===== src/rtl/pipelined_adder.sv =====
// WIDTH-bit A+B+Cin adder split into STAGES slices, one slice per stage, carry registered between
// stages, valid/ready on both sides. Define ADDER_SUB_EN to add the Sub input and Overflow output.
module pipelined_adder #(
  parameter int unsigned WIDTH  = 16,
  parameter int unsigned STAGES = 4
) (
  input  logic             Clk,
  input  logic             Reset,
  input  logic             In_Valid,
  output logic             In_Ready,
  input  logic [WIDTH-1:0] A,
  input  logic [WIDTH-1:0] B,
  input  logic             Cin,
`ifdef ADDER_SUB_EN
  input  logic             Sub,
  output logic             Overflow,
`endif
  output logic             Out_Valid,
  input  logic             Out_Ready,
  output logic [WIDTH-1:0] Sum,
  output logic             Cout
);

  localparam int unsigned SW = (STAGES == 0) ? 1 : WIDTH / STAGES;

  if ((STAGES == 0) || (STAGES > WIDTH) ||
      ((WIDTH % ((STAGES == 0) ? 1 : STAGES)) != 0)) begin : g_param_check
    $error("pipelined_adder: WIDTH must be a non-zero multiple of STAGES");
  end

  logic [STAGES-1:0] v_q, v_d;
  logic [STAGES-1:0] c_q, c_d;
  logic [WIDTH-1:0]  s_q [STAGES];
  logic [WIDTH-1:0]  s_d [STAGES];
  logic [WIDTH-1:0]  a_q [STAGES];
  logic [WIDTH-1:0]  a_d [STAGES];
  logic [WIDTH-1:0]  b_q [STAGES];
  logic [WIDTH-1:0]  b_d [STAGES];

  // Inputs seen by each stage: the primary operands for stage 0, the previous register otherwise.
  logic [WIDTH-1:0]  src_a [STAGES];
  logic [WIDTH-1:0]  src_b [STAGES];
  logic [WIDTH-1:0]  src_s [STAGES];
  logic [STAGES-1:0] src_c;
  logic [STAGES-1:0] src_v;
  logic [STAGES:0]   adv;
  logic [SW:0]       slice;
  logic [WIDTH-1:0]  sum_new;
  logic [WIDTH-1:0]  b_eff;
  logic              cin_eff;

`ifdef ADDER_SUB_EN
  logic ovf_q, ovf_d;
  // Subtraction is A + ~B + 1; the forced carry replaces Cin.
  assign b_eff   = Sub ? ~B : B;
  assign cin_eff = Sub ? 1'b1 : Cin;
`else
  assign b_eff   = B;
  assign cin_eff = Cin;
`endif

  always_comb begin
    adv[STAGES] = Out_Ready;
    for (int k = STAGES - 1; k >= 0; k--) begin
      adv[k] = ~v_q[k] | adv[k+1];
    end

    src_a[0] = A;
    src_b[0] = b_eff;
    src_s[0] = '0;
    src_c[0] = cin_eff;
    src_v[0] = In_Valid;
    for (int k = 1; k < STAGES; k++) begin
      src_a[k] = a_q[k-1];
      src_b[k] = b_q[k-1];
      src_s[k] = s_q[k-1];
      src_c[k] = c_q[k-1];
      src_v[k] = v_q[k-1];
    end

    v_d     = v_q;
    c_d     = c_q;
    s_d     = s_q;
    a_d     = a_q;
    b_d     = b_q;
    slice   = '0;
    sum_new = '0;
    for (int k = 0; k < STAGES; k++) begin
      slice = {1'b0, src_a[k][k*SW +: SW]} + {1'b0, src_b[k][k*SW +: SW]} +
              {{SW{1'b0}}, src_c[k]};
      sum_new = src_s[k];
      sum_new[k*SW +: SW] = slice[SW-1:0];
      if (adv[k]) begin
        v_d[k] = src_v[k];
        c_d[k] = slice[SW];
        s_d[k] = sum_new;
        a_d[k] = src_a[k];
        b_d[k] = src_b[k];
      end
    end

`ifdef ADDER_SUB_EN
    // Carry into the MSB is recovered from the MSB sum bit and its operand bits.
    ovf_d = ovf_q;
    if (adv[STAGES-1]) begin
      ovf_d = src_a[STAGES-1][WIDTH-1] ^ src_b[STAGES-1][WIDTH-1] ^
              s_d[STAGES-1][WIDTH-1] ^ c_d[STAGES-1];
    end
`endif
  end

  always_ff @(posedge Clk) begin
    if (Reset) begin
      v_q <= '0;
      c_q <= '0;
      s_q <= '{default: '0};
      a_q <= '{default: '0};
      b_q <= '{default: '0};
`ifdef ADDER_SUB_EN
      ovf_q <= 1'b0;
`endif
    end else begin
      v_q <= v_d;
      c_q <= c_d;
      s_q <= s_d;
      a_q <= a_d;
      b_q <= b_d;
`ifdef ADDER_SUB_EN
      ovf_q <= ovf_d;
`endif
    end
  end

  assign In_Ready  = adv[0];
  assign Out_Valid = v_q[STAGES-1];
  assign Sum       = s_q[STAGES-1];
  assign Cout      = c_q[STAGES-1];
`ifdef ADDER_SUB_EN
  assign Overflow  = ovf_q;
`endif

endmodule


===== config.mk =====
export PLATFORM = sky130hd
export DESIGN_NAME = pipelined_adder
export DESIGN_NICKNAME = d
export VERILOG_FILES = /design/src/rtl/pipelined_adder.sv
export SDC_FILE = /design/constraint.sdc
export NUM_CORES = 1
export LEC_CHECK = 0
export ABC_CLOCK_PERIOD_IN_PS = 1860
export CAP_MARGIN = 20
export CORE_MARGIN = 3
export CORE_UTILIZATION = 49
export DETAILED_ROUTE_END_ITERATION = 16
export GPL_TIMING_DRIVEN = 0
export PLACE_DENSITY = 0.79
export RECOVER_POWER = 50
export SETUP_SLACK_MARGIN = 0.05
export SYNTH_ARGS = -nofsm -noshare
export SYNTH_HDL_FRONTEND = slang
export SYNTH_SLANG_ARGS = --single-unit

===== constraint.sdc =====
create_clock -name Clk -period 1.86 [get_ports Clk]
set_input_delay 0.279 -clock Clk [delete_from_list [all_inputs] [get_ports Clk]]
set_output_delay 0.279 -clock Clk [all_outputs]
set_load 0.02 [all_outputs]

After elaboration in Yosys (flattened, before gate mapping)
Cells that the tools add are included.
{ "word_totals": {"register_bits": 144, "latchBits": 0, "ram_bits": 0, "rom_bits": 0, "input_bits": 37, "word_cells": 34, "mem_count": 0} }
{ "classes": {"add_sub_neg": 8, "mul": 0, "div": 0, "magnitude_cmp": 0, "n_eq_ne": 0, "shift": 0, "mux": 0, "bitwise": 8, "n_reduce_logical": 0} }
{ "op_table": {"columns": ["operator", "count"], "rows": [
  ["$add 4x4->5", 4],
  ["$add 5x1->5", 4],
  ["$not 1->1", 4],
  ["$or 1x1->1", 4]
]} }

Logic depth before layout (Yosys ltp)
{ "depth": {"word_depth": 5, "mapped_depth": 7, "mapped_depth_nobuf": 7} }

Least setup slack after synthesis
No wires, ideal clock.
{ "synth_path": {"kind": "flip-flop to flip-flop", "from": "reg c_q[2]", "to": "reg c_q[3]", "setup_ns": 0.128, "t_arrival_ns": 1.609, "required_time_ns": 1.732, "path_slack_ns": 0.123, "path_stages_with_launch": 6, "path_buffers": 0, "cell_sequence": "dfxtp_1 > fa_1 > fa_1 > a21o_1 > a211oi_1 > nor3_1"} }
{ "synth_between": {"elab_chain_cells": 1} }
{ "synth_lines": {"columns": ["item", "line", "rtl"], "rows": [
  ["start, declared", "32", "logic [STAGES-1:0] c_q, c_d;"],
  ["start signal, assigned", "115", "c_q <= '0;"],
  ["start signal, assigned", "124", "c_q <= c_d;"],
  ["$add 5x1->5", "89", "slice = {1'b0, src_a[k][k*SW +: SW]} + {1'b0, src_b[k][k*SW +: SW]} +"]
]} }
Every way passes these cells.
A chain may end at the register's enable or synchronous reset.

Worst setup path in the final report
{ "layout_path": {"from": "reg v_q[3]", "to": "reg s_q[51] in the netlist's numbering"} }
{ "layout_between": {"elab_chain_cells": 5} }
{ "layout_lines": {"columns": ["item", "line", "rtl"], "rows": [
  ["start, declared", "31", "logic [STAGES-1:0] v_q, v_d;"],
  ["start signal, assigned", "123", "v_q <= v_d;"],
  ["$not 1->1", "65", "adv[k] = ~v_q[k] | adv[k+1];"],
  ["$or 1x1->1 (4 in series)", "65", null],
  ["end signal, assigned", "116", "s_q <= '{default: '0};"],
  ["end signal, assigned", "125", "s_q <= s_d;"],
  ["end, declared", "33", "logic [WIDTH-1:0] s_q [STAGES];"]
]} }
Every way passes these cells.

==> impl_metrics.yaml <==
yosys:
  ys_types: 32
  synth.area.top_cells: "dfxtp_1, nand2_1, a21oi_1, fa_1, ha_1"
  post_synth.cell_area_avg_um2: 8.26
  synth_cells: 484
  ys_ff_latch: 96
  syn_nets: 541
  synth_top_area_share_pct: 48.0
  yosysSeqAreaShare_pct: 48.0
  synth_top_cell_by_area: "dfxtp_1"
  yosys_warnings: 0
  netlist_area_um2: 4000
critical_path:
  end_kind: "flop"
  crit_fanout: 10
  arrival_ns: 2.10
  crit_type: "flop to flop"
  critPathLaunchType: "flop"
  critPathRequiredTime_ns: 2.15
place:
  place_area_um2: 4680
  gp_congestion: 0.883
  dp_cells: 641
  pre_cts_slack_ns: -0.629
  io_buffer_count: 55
  hpwlAfterDp_um: 6790
floorplanning:
  ios: 56
  fp.dieW_um: 96.4
  die_y_um: 96.4
  core_area_um2: 7810
  rows: 32
  start_util_pct: 51.2
  die_area_um2: 9280
final_layout:
  fin_area_um2: 4910
  area.growth.synth_to_final_pct: 22.8
  post-route-util_pct: 62.9
  layout.cells.non_filler: 661
  drive_above_1_share_pct: 10.2
  nNetsFinal: 612
  final_common_cell: "nand2_1"
  layout_common_cells: "nand2_1, dfxtp_1, a21oi_1"
  antenna_cells: 0
timing:
  finalCriticalPeriod_ns: 1.80
  timing.fmax_mhz: 555
  slew_headroom_pct: 59.7
  finalSetupViolCount: 0
  layout_setup_ws_ns: 0.0581
  skew_ns: 0.00766
  post-route-period-util_pct: 96.9
  worst_pin_slew_ns: 0.605
  hold_viol: 0
  slew_viol_final: 0
power:
  irDropWorstVdd_mv: 0.403
  p_leak_nw: 2.01
  p_total_mw: 4.08
  p_per_area_nw_per_um2: 830
clocking:
  clk_pin_slew_ns: 0.09
  cts_num_sinks: 96
  clockBufferDepth: 2
  clkLatencyLatePin_ns: 0.37
  ctsRootBufferMaster: "clkbuf_8"
  tritoncts: "yes"
  numCtsBuffers: 9
  htree_levels: 3
  hold_buffers: 0
drt:
  antenna_left: 0
  wire_per_inst_um: 13.7
  post-route-drc-count: 0
  vias_per_cell: 5.08
  vias: 3356
  drt-initial-drc-count: 148
  totalWireLength_um: 9030
  dr.pass1.iters: 4
outcome:
  status: "finished clean"
run:
  maxCapViolCount: 0
global_route:
  grt_pass1_wl_um: 15000
  grt_overflow: 0
  grt_pass1_vias: 3239
  grt_start_max_net_pins: 16
  antenna_found_initial: 0
  globalRouteTotalUtil_pct: 21.2
min_path:
  hold_class: "flop to flop"
[power breakdown]
part | internal [mW] | switching, mW
Combinational | 0.209 | 0.187
Sequential | 2.16 | 0.0680
Clock | 0.747 | 0.709
Total | 3.12 | 0.964
[through the flow]
stage                     hold slack [ns]  setup TNS (ns)
after global placement              0.439           -4.18
after CTS                           0.448               0
after floorplan                     0.400               0
final                               0.455               0
after global routing                0.457         -0.0370
after detailed placement            0.445           -5.76
[cell type report]
| class | instances | area (µm²) |
|---|---|---|
| buffer | 46 | 264 |
| clock buffer | 9 | 124 |
| timing repair buffer | 61 | 593 |
| multi-input combinational | 331 | 1760 |
| clock inverter | 6 | 83.8 |
| tap | 102 | 128 |
| inverter | 10 | 37.5 |
| fill | 676 | 2890 |
| sequential | 96 | 1920 |
[sequential cells by signal (all words and copies together) (netlist names)]
signal and flops:
v_q 4, c_q 4, Sum 16, a_q 24, b_q 24, s_q 24
[timing repair]
item                       in CTS  in global routing
gates cloned                    0                  0
pin swaps                       1                  1
gates resized for setup        11                  5
setup endpoints to repair      12                  2
setup buffers                   2                  4
[per-layer routing]
| layer | GRT usage [%] | wire (µm) |
|---|---|---|
| met5 | 0 | 0 |
| met4 | 6.43 | 184 |
| met3 | 5.16 | 513 |
| met2 | 36.3 | 4460 |
| met1 | 26.4 | 3870 |
[synthesized netlist by cell type]
| library cell | count |
|---|---|
| buf_6 | 6 |
| dfxtp_1 | 96 |
| nand3b_1 | 4 |
| and2b_1 | 1 |
| nor3_2 | 1 |
| o21ai_1 | 1 |
| nand3_1 | 3 |
| nor3_1 | 4 |
| xnor2_1 | 3 |
| a21o_1 | 4 |
| buf_4 | 16 |
| clkbuf_1 | 16 |
| fa_1 | 8 |
| inv_2 | 1 |
| a21oi_1 | 84 |
| nand4b_1 | 3 |
| or4_1 | 3 |
| nor2_1 | 20 |
| and4b_1 | 1 |
| and2_4 | 1 |
| buf_2 | 8 |
| inv_1 | 9 |
| buf_1 | 1 |
| or2b_1 | 1 |
| a211oi_2 | 1 |
| a211oi_1 | 7 |
| o21a_1 | 2 |
| nor2b_1 | 4 |
| nand2_1 | 160 |
| ha_1 | 12 |
| o21ai_0 | 2 |
| and3b_1 | 1 |
[worst max-delay path: stages (launching register included)]
cell and delay [ns]:
dfxtp_1 0.35, and4b_1 0.23, buf_6 0.12, and2_4 0.16, inv_2 0.10, clkbuf_4 0.14, clkbuf_1 0.31, o21ai_1 0.16
a21oi_1 0.18
[cell families after synthesis]
kind of cell	share of synthesized area (%)
fa+ha+maj	7.76
simple gates	21.7
xor+xnor	0.657
compound gates	13.6
buf+inv	8.23
flops	48.0
[final timing paths]
| path | end | cells after the start | from | slack, ns |
|---|---|---|---|---|
| setup / recovery | s_q[51] | 8 | v_q[3] | 0.06 |
| hold / removal | Sum[8] | 2 | Sum[8] | 0.46 |
| setup reg to reg | s_q[51] | 8 | v_q[3] | 0.06 |
| hold reg to reg | Sum[8] | 2 | Sum[8] | 0.46 |
(Power assumes the default switching activity.)
